===== src/rtl/seg_scan_ctrl.sv =====
// ============================================================================
// seg_scan_ctrl : four-digit multiplexed seven-segment scanner, 3 pages,
//                 debounced page-step button.            Revision: 1.0
// ============================================================================
`default_nettype none

module seg_scan_ctrl #(
  parameter int SCAN_CYCLES     = 50000,
  parameter int BLANK_CYCLES    = 500,
  parameter int DEBOUNCE_CYCLES = 500000
) (
  input  logic        clk,
  input  logic        rst_n,
  input  logic        button_i,
  input  logic [15:0] page0_i,
  input  logic [15:0] page1_i,
  input  logic [15:0] page2_i,
  input  logic [3:0]  blank0_i,
  input  logic [3:0]  blank1_i,
  input  logic [3:0]  blank2_i,
  output logic [6:0]  seg_o,
  output logic [3:0]  an_o,
  output logic [1:0]  page_o,
  output logic        page_strobe_o
);

  localparam int CNT_MAX = (SCAN_CYCLES > BLANK_CYCLES) ? SCAN_CYCLES : BLANK_CYCLES;
  localparam int CNT_W   = $clog2(CNT_MAX) + 1;
  localparam int DB_W    = $clog2(DEBOUNCE_CYCLES) + 1;

  localparam logic [CNT_W-1:0] SCAN_LAST  = CNT_W'(SCAN_CYCLES - 1);
  localparam logic [CNT_W-1:0] BLANK_LAST = CNT_W'(BLANK_CYCLES - 1);
  localparam logic [DB_W-1:0]  DB_LAST    = DB_W'(DEBOUNCE_CYCLES - 1);

  localparam logic [0:0] ST_BLANK = 1'b0;
  localparam logic [0:0] ST_DRIVE = 1'b1;

  localparam logic [6:0] SEG_OFF = 7'b1111111;
  localparam logic [3:0] AN_OFF  = 4'b1111;

  function automatic logic [6:0] hex_decode(input logic [3:0] nib);
    logic [6:0] s;
    case (nib)
      4'h0: s = 7'b1000000;
      4'h1: s = 7'b1111001;
      4'h2: s = 7'b0100100;
      4'h3: s = 7'b0110000;
      4'h4: s = 7'b0011001;
      4'h5: s = 7'b0010010;
      4'h6: s = 7'b0000010;
      4'h7: s = 7'b1111000;
      4'h8: s = 7'b0000000;
      4'h9: s = 7'b0010000;
      4'hA: s = 7'b0001000;
      4'hB: s = 7'b0000011;
      4'hC: s = 7'b1000110;
      4'hD: s = 7'b0100001;
      4'hE: s = 7'b0000110;
      default: s = 7'b0001110;
    endcase
    return s;
  endfunction

  logic [0:0]       state_q, state_d;
  logic [CNT_W-1:0] scan_cnt_q, scan_cnt_d;
  logic [1:0]       digit_q, digit_d;
  logic [6:0]       seg_q, seg_d;
  logic [3:0]       an_q, an_d;

  logic             btn_meta_q, btn_sync_q, btn_stable_q, btn_prev_q;
  logic [DB_W-1:0]  db_cnt_q;
  logic [1:0]       page_q;
  logic             strobe_q;

  logic [15:0]      w_word;
  logic [3:0]       w_blank;

  always_comb begin
    case (page_q)
      2'd1:    begin w_word = page1_i; w_blank = blank1_i; end
      2'd2:    begin w_word = page2_i; w_blank = blank2_i; end
      default: begin w_word = page0_i; w_blank = blank0_i; end
    endcase
  end

  // Scan FSM: state register
  always_ff @(posedge clk or negedge rst_n) begin
    if (!rst_n) begin
      state_q    <= ST_BLANK;
      scan_cnt_q <= '0;
      digit_q    <= 2'd0;
    end else begin
      state_q    <= state_d;
      scan_cnt_q <= scan_cnt_d;
      digit_q    <= digit_d;
    end
  end

  // Scan FSM: next state
  always_comb begin
    state_d    = state_q;
    scan_cnt_d = scan_cnt_q + 1'b1;
    digit_d    = digit_q;
    case (state_q)
      ST_BLANK: begin
        if (scan_cnt_q == BLANK_LAST) begin
          state_d    = ST_DRIVE;
          scan_cnt_d = '0;
        end
      end
      default: begin
        if (scan_cnt_q == SCAN_LAST) begin
          state_d    = ST_BLANK;
          scan_cnt_d = '0;
          digit_d    = digit_q + 2'd1;
        end
      end
    endcase
  end

  // Scan FSM: outputs; the registered seg/an double as the per-visit snapshot
  always_comb begin
    seg_d = seg_q;
    an_d  = an_q;
    if (state_d == ST_BLANK) begin
      seg_d = SEG_OFF;
      an_d  = AN_OFF;
    end else if (state_q == ST_BLANK) begin
      if (w_blank[digit_q]) begin
        seg_d = SEG_OFF;
        an_d  = AN_OFF;
      end else begin
        seg_d = hex_decode(w_word[digit_q*4 +: 4]);
        an_d  = ~(4'b0001 << digit_q);
      end
    end
  end

  always_ff @(posedge clk or negedge rst_n) begin
    if (!rst_n) begin
      seg_q <= SEG_OFF;
      an_q  <= AN_OFF;
    end else begin
      seg_q <= seg_d;
      an_q  <= an_d;
    end
  end

  always_ff @(posedge clk or negedge rst_n) begin
    if (!rst_n) begin
      btn_meta_q   <= 1'b0;
      btn_sync_q   <= 1'b0;
      btn_stable_q <= 1'b0;
      btn_prev_q   <= 1'b0;
      db_cnt_q     <= '0;
    end else begin
      btn_meta_q <= button_i;
      btn_sync_q <= btn_meta_q;
      btn_prev_q <= btn_stable_q;
      if (btn_sync_q == btn_stable_q) begin
        db_cnt_q <= '0;
      end else if (db_cnt_q == DB_LAST) begin
        btn_stable_q <= btn_sync_q;
        db_cnt_q     <= '0;
      end else begin
        db_cnt_q <= db_cnt_q + 1'b1;
      end
    end
  end

  // Page steps one cycle after the debounced level rises
  always_ff @(posedge clk or negedge rst_n) begin
    if (!rst_n) begin
      page_q   <= 2'd0;
      strobe_q <= 1'b0;
    end else begin
      strobe_q <= btn_stable_q & ~btn_prev_q;
      if (btn_stable_q & ~btn_prev_q) begin
        page_q <= (page_q == 2'd2) ? 2'd0 : page_q + 2'd1;
      end
    end
  end

  assign seg_o         = seg_q;
  assign an_o          = an_q;
  assign page_o        = page_q;
  assign page_strobe_o = strobe_q;

endmodule

`default_nettype wire


===== config.mk =====
export PLATFORM = sky130hd
export DESIGN_NAME = seg_scan_ctrl
export DESIGN_NICKNAME = d
export VERILOG_FILES = /design/src/rtl/seg_scan_ctrl.sv
export SDC_FILE = /design/constraint.sdc
export NUM_CORES = 1
export LEC_CHECK = 0
export CORE_MARGIN = 1.5
export CORE_UTILIZATION = 35
export DETAILED_ROUTE_END_ITERATION = 12
export MAX_ROUTING_LAYER = met4
export PLACE_DENSITY = 0.6
export SYNTH_ARGS = -nofsm -noshare
export SYNTH_HDL_FRONTEND = slang
export SYNTH_SLANG_ARGS = --single-unit

===== constraint.sdc =====
create_clock -name clk -period 6.5 [get_ports clk]
set_clock_uncertainty 0.1 [all_clocks]
set_input_delay 0.65 -clock clk [delete_from_list [all_inputs] [get_ports clk]]
set_output_delay 0.65 -clock clk [all_outputs]
set_load 0.1 [all_outputs]

==> Word-level counts from Yosys, hierarchy flattened <==
Memory sizes are Yosys's and may differ from the RTL's.
Cells that the tools add are included.
W data, S select, Z words.
{ "word_totals": {"register_bits": 58, "mem_bits_ro": 112, "in_bits": 63, "elab_cells": 52, "mem_count": 1} }
{ "memory_table": {"columns": ["name", "depth", "word_bits", "rd", "rd_clocked_by_memory_dff", "wr", "line_no", "source"], "rows": [
  ["(name not given)", 16, 7, 1, 0, 0, "43", "case (nib)"]
]} }
{ "classes": {"addsub": 4, "order_cmp": 1, "n_eq_ne": 7, "shifts": 2, "n_mux": 19, "n_bitwise": 4, "reduce_logical": 2} }
{ "op_table": {"columns": ["cell", "n"], "rows": [
  ["$mux W17", 3],
  ["$mux W20", 2],
  ["$pmux W16 S2", 1],
  ["$mux W7", 3],
  ["$add A20 B1 Y20 const B", 1],
  ["$eq A20 B19 Y1 const B", 1],
  ["$add A17 B1 Y17 const B", 1],
  ["$eq A17 B16 Y1 const B", 1],
  ["$eq A17 B9 Y1 const B", 1],
  ["$shiftx A16 B5 Y4", 1],
  ["$mux W4", 3],
  ["$pmux W4 S2", 1],
  ["$add A2 B1 Y2 const B", 2],
  ["$mux W1", 4],
  ["$not A4 Y4", 1],
  ["$reduce_and A2 Y1", 2],
  ["$shl A1 B2 Y4 const A", 1],
  ["$lt A2 B3 Y1 const B", 1],
  ["$bmux W1 S2", 1],
  ["$eq A2 B1 Y1 const B", 1],
  ["$eq A2 B2 Y1 const B", 1],
  ["$mux W2", 1],
  ["$ne A2 B2 Y1 const B", 1],
  ["$not A1 Y1", 2],
  ["other kinds (2)", 2]
]} }

==> Longest topological paths before layout <==
{ "depth": {"word_depth": 7, "ltp_mapped": 13, "depth_no_buf": 11} }

==> Worst setup path after synthesis <==
OpenSTA, ideal clock, no wires.
{ "synth_path": {"path_type": "register to register", "from": "reg page_q[1] (netlist: page_o[1])", "to": "reg seg_q[0] (netlist: seg_o[0])", "setup_time_ps": 83, "t_arrival_ps": 3333, "path_slack_ps": 2984, "path_stages_with_launch": 14, "path_buffers": 2, "synth_period_minus_slack_ps": 3516, "path_cell_list": "dfrtp_1 inv_1 ha_1 buf_4 buf_4 a221oi_1 a211oi_1 o31ai_1 inv_1 ha_1 inv_1 and4bb_2 nor3_1 a21oi_1"} }
{ "synth_via": {"elab_chain_len": 7, "word_cells_on_any_way": 11, "cone_classes": "2 x eq/ne; 1 x shift; 7 x mux; 1 x memory"} }
{ "synth_lines": {"columns": ["item", "line_no", "source"], "rows": [
  ["start, declared", "72", "logic [1:0] page_q;"],
  ["start signal, assigned", "179", "page_q <= (page_q == 2'd2) ? 2'd0 : page_q + 2'd1;"],
  ["$eq A2 B2 Y1 / $eq A2 B1 Y1 (equally long branches)", "79", "case (page_q)"],
  ["$pmux W16 S2 / $pmux W4 S2 (equally long branches)", "79", null],
  ["$shiftx A16 B5 Y4 / $bmux W1 S2 (equally long branches)", "133, 129", null],
  ["$mem_v2 Z16 W7 / $mux W1 (equally long branches)", null, null],
  ["$mux W7 *", "129", "if (w_blank[digit_q]) begin"],
  ["$mux W7 *", "128", "end else if (state_q == ST_BLANK) begin"],
  ["$mux W7 *", "125", "if (state_d == ST_BLANK) begin"],
  ["end signal, assigned", "144", "seg_q <= seg_d;"],
  ["end, declared", "67", "logic [6:0] seg_q, seg_d;"]
]} }
Every way passes the cells marked *; elsewhere a longest branch is shown, timed or not. The select of a mux whose other input is x is not followed.
A chain may end at the register's enable or synchronous reset.

==> Worst setup path after layout <==
{ "layout_path": {"from": "reg page_q[0] (netlist: page_o[0])", "to": "reg seg_q[3] (netlist: seg_o[3])"} }
The elaborated chain is that of the path after synthesis.

==> impl_metrics.sql <==
INSERT INTO impl_metrics (metric_group, metric, value, unit) VALUES
('run_status', 'outcome', 'completed', ''),
('placement', 'port_buffers', '76', ''),
('setup_path', 'setup.worst_path.start_class', 'flip-flop', ''),
('timing', 'slew_headroom', '31.6', '%'),
('yosys', 'syn_nets', '433', ''),
('setup_path', 'setup.worst_path.end_class', 'flip-flop', ''),
('finish', 'postLayoutCoreUtil', '46.1', '%'),
('timing', 'setup_viol_count_final', '0', ''),
('yosys', 'synthMostInstantiatedCell', 'sky130_fd_sc_hd__dfrtp_1', ''),
('clock_network', 'worst_skew_pair.late_latency', '0.34', 'ns'),
('setup_path', 'critical_path_fanouts_max', '18', ''),
('yosys', 'area_share_of_the_leading_cell_type_in_the_synthesized_netlist', '32.8', '%'),
('clock_network', 'clk_path_buf_depth', '2', ''),
('min_path', 'hold_path_class', 'flip-flop to flip-flop', ''),
('route', 'vias_post_dr', '2826', ''),
('timing', 'max_freq', '0.314', 'GHz'),
('yosys', 'synth_enable_flop_cells', '0', ''),
('timing', 'post-route-period-util', '49.0', '%'),
('power', 'switching_portion_of_total_power', '24.0', '%'),
('die', 'floorplan.initialDensity', '36.4', '%'),
('setup_path', 'worstSetupPathType', 'flip-flop to flip-flop', ''),
('power', 'design_power_total', '716', 'µW'),
('global_routing', 'grt.overflow.total', '0', ''),
('timing', 'rsz_0062_raised_after_global_routing', 'false', ''),
('yosys', 'synth_cell_type_count', '64', ''),
('clock_network', 'cts_repair_resize_count', '0', ''),
('setup_path', 'timing.critical_path.cells', 'inv_1 > ha_1 > a221oi_1 > a211oi_1 > o31ai_1 > inv_1 > ha_1 > mux2_1 > mux2i_1 > a21oi_1', ''),
('route', 'first_iter_violations', '144', ''),
('clock_network', 'tritoncts', 'done', ''),
('die', 'die_y', '104', 'µm'),
('die', 'die_area', '10900', 'µm²'),
('route', 'totalWireLength', '8.36', 'mm'),
('global_routing', 'maximum_number_of_pins_on_one_net_before_global_route_repair', '59', ''),
('power', 'static-leakage-power', '0.00181', 'µW'),
('yosys', 'synthDominantAreaCellType', 'sky130_fd_sc_hd__dfrtp_1', ''),
('route', 'post_drt_wl_per_cell', '14.9', 'µm'),
('finish', 'nNetsFinal', '504', ''),
('setup_path', 'cp_top_family', 'compound AO/OA/AOI/OAI gates', ''),
('setup_path', 'cp.arrival', '3.36', 'ns'),
('power', 'internal_power', '544', 'µW'),
('power', 'clock_power_share', '39.3', '%'),
('global_routing', 'initial_antenna_violation_count', '0', ''),
('power', 'power_density', '157', 'nW/µm²'),
('yosys', 'ys.warnings.count', '0', ''),
('route', 'drc', '0', ''),
('power', 'vdd_drop_max', '0.134', 'mV'),
('yosys', 'yosys-top-cells-area', 'sky130_fd_sc_hd__dfrtp_1, sky130_fd_sc_hd__dfstp_2, sky130_fd_sc_hd__ha_1', ''),
('clock_network', 'cts.root.buffer_cell', 'sky130_fd_sc_hd__clkbuf_8', ''),
('yosys', 'synth_commonest_cells', 'sky130_fd_sc_hd__dfrtp_1, sky130_fd_sc_hd__nor2_1, sky130_fd_sc_hd__nand2_1, sky130_fd_sc_hd__xor2_1', ''),
('setup_path', 'crit_slowest_cell', 'sky130_fd_sc_hd__o31ai_1', ''),
('power', 'p_switching', '172', 'µW'),
('run', 'max_cap_viol_count', '0', ''),
('clock_network', 'post-cts-setup-buffer-count', '0', ''),
('yosys', 'ys_ff_latch', '58', ''),
('clock_network', 'cts.clk_slew.worst_paths', '0.07', 'ns'),
('route', 'avgViaCountPerCell', '5.02', ''),
('die', 'floorplan.rows', '36', ''),
('route', 'antenna_violating_nets_post_route', '0', ''),
('clock_network', 'cts.htree.levels', '3', ''),
('die', 'coreArea', '9860', 'µm²'),
('setup_path', 'required', '6.67', 'ns'),
('placement', 'gp_congestion', '0.783', ''),
('setup_path', 'critical-path-max-stage-delay', '0.63', 'ns'),
('finish', 'area_delta_synth_final', '26.7', '%'),
('clock_network', 'postCtsHoldBufs', '0', ''),
('setup_path', 'cp_num_buf_inv', '2', ''),
('timing', 'timing_worst_slew_pin_value', '1.02', 'ns'),
('yosys', 'ys.flop_type', 'sky130_fd_sc_hd__dfrtp_1', ''),
('global_routing', 'grt_pass1_vias', '2833', ''),
('clock_network', 'clock_sink_count', '58', ''),
('finish', 'drive_gt1_share', '11.9', '%');
[area by class of cell]
class	count	area, µm²
Clock inverter	5	31.3
Tap cell	133	166
Multi-Input combinational cell	266	1940
Timing Repair Buffer	77	763
Sequential cell	58	1470
Clock buffer	11	131
Inverter	13	48.8
Fill cell	937	5320
[sequential cells by signal, summed over array words and instances, names as in the netlist]
register	flops
btn_prev_q	1
state_q	1
an_o	4
page_strobe_o	1
digit_q	2
btn_meta_q	1
scan_cnt_q	17
btn_stable_q	1
page_o	2
seg_o	7
btn_sync_q	1
db_cnt_q	20
[layout by cell type (no fill, tap or decap), types with 5 or more instances in the layout]
| cell | instances |
|---|---|
| sky130_fd_sc_hd__a211oi_1 | 5 |
| sky130_fd_sc_hd__a21oi_1 | 9 |
| sky130_fd_sc_hd__a22oi_1 | 8 |
| sky130_fd_sc_hd__and3_1 | 12 |
| sky130_fd_sc_hd__clkbuf_8 | 9 |
| sky130_fd_sc_hd__clkdlybuf4s50_1 | 75 |
| sky130_fd_sc_hd__dfrtp_1 | 47 |
| sky130_fd_sc_hd__dfstp_2 | 11 |
| sky130_fd_sc_hd__ha_1 | 16 |
| sky130_fd_sc_hd__inv_1 | 13 |
| sky130_fd_sc_hd__mux2_2 | 5 |
| sky130_fd_sc_hd__mux2i_1 | 5 |
| sky130_fd_sc_hd__mux4_2 | 5 |
| sky130_fd_sc_hd__nand2_1 | 29 |
| sky130_fd_sc_hd__nand3_1 | 13 |
| sky130_fd_sc_hd__nand4_1 | 8 |
| sky130_fd_sc_hd__nor2_1 | 46 |
| sky130_fd_sc_hd__nor3_1 | 6 |
| sky130_fd_sc_hd__o21ai_0 | 6 |
| sky130_fd_sc_hd__xnor2_1 | 16 |
| sky130_fd_sc_hd__xor2_1 | 17 |
[power by group through the flow]
stage	sequential, µW	combinational (µW)	clock (µW)
after floorplan	371	23.1	0
after global placement	372	68.9	0
after detailed placement	372	70.1	0
after CTS	365	70.6	293
after global routing	365	76.2	313
final	365	69.5	281
[worst paths after layout]
path,from,to,slack [ns],cells past startpoint
min in group asynchronous,rst_n,db_cnt_q[15],0.35,2
min,btn_meta_q,btn_sync_q,0.25,0
max,page_o[0],seg_o[3],3.31,10
max in group asynchronous,rst_n,db_cnt_q[19],5.47,2
max reg2reg,page_o[0],seg_o[3],3.31,10
min reg2reg,btn_meta_q,btn_sync_q,0.25,0
[cells by family after synthesis]
kind of cell,synth area share (%)
simple gates,21.0
flops,40.8
compound gates,12.3
xor+xnor,8.05
buf+inv,5.12
mux,7.15
fa+ha+maj,5.58
[metal layers]
metal	GRT usage (%)	routed length, µm	up-vias
li1	-	-	1394
met1	21.3	3910	1366
met2	25.4	4020	47
met3	4.89	273	19
met4	4.86	169	0
met5	-	0	-
[through the flow]
stage	instances	hold WS, ns	worst slack, ns	instance area (µm²)
2_1_floorplan	354	0.231	2.98	3590
3_3_place_gp	547	0.237	3.33	4380
3_5_place_dp	547	0.235	3.27	4380
4_1_cts	563	0.251	3.31	4550
5_1_grt	563	0.255	3.10	4550
6_report	563	0.250	3.31	4550
Power figures use the tool's default switching activity.
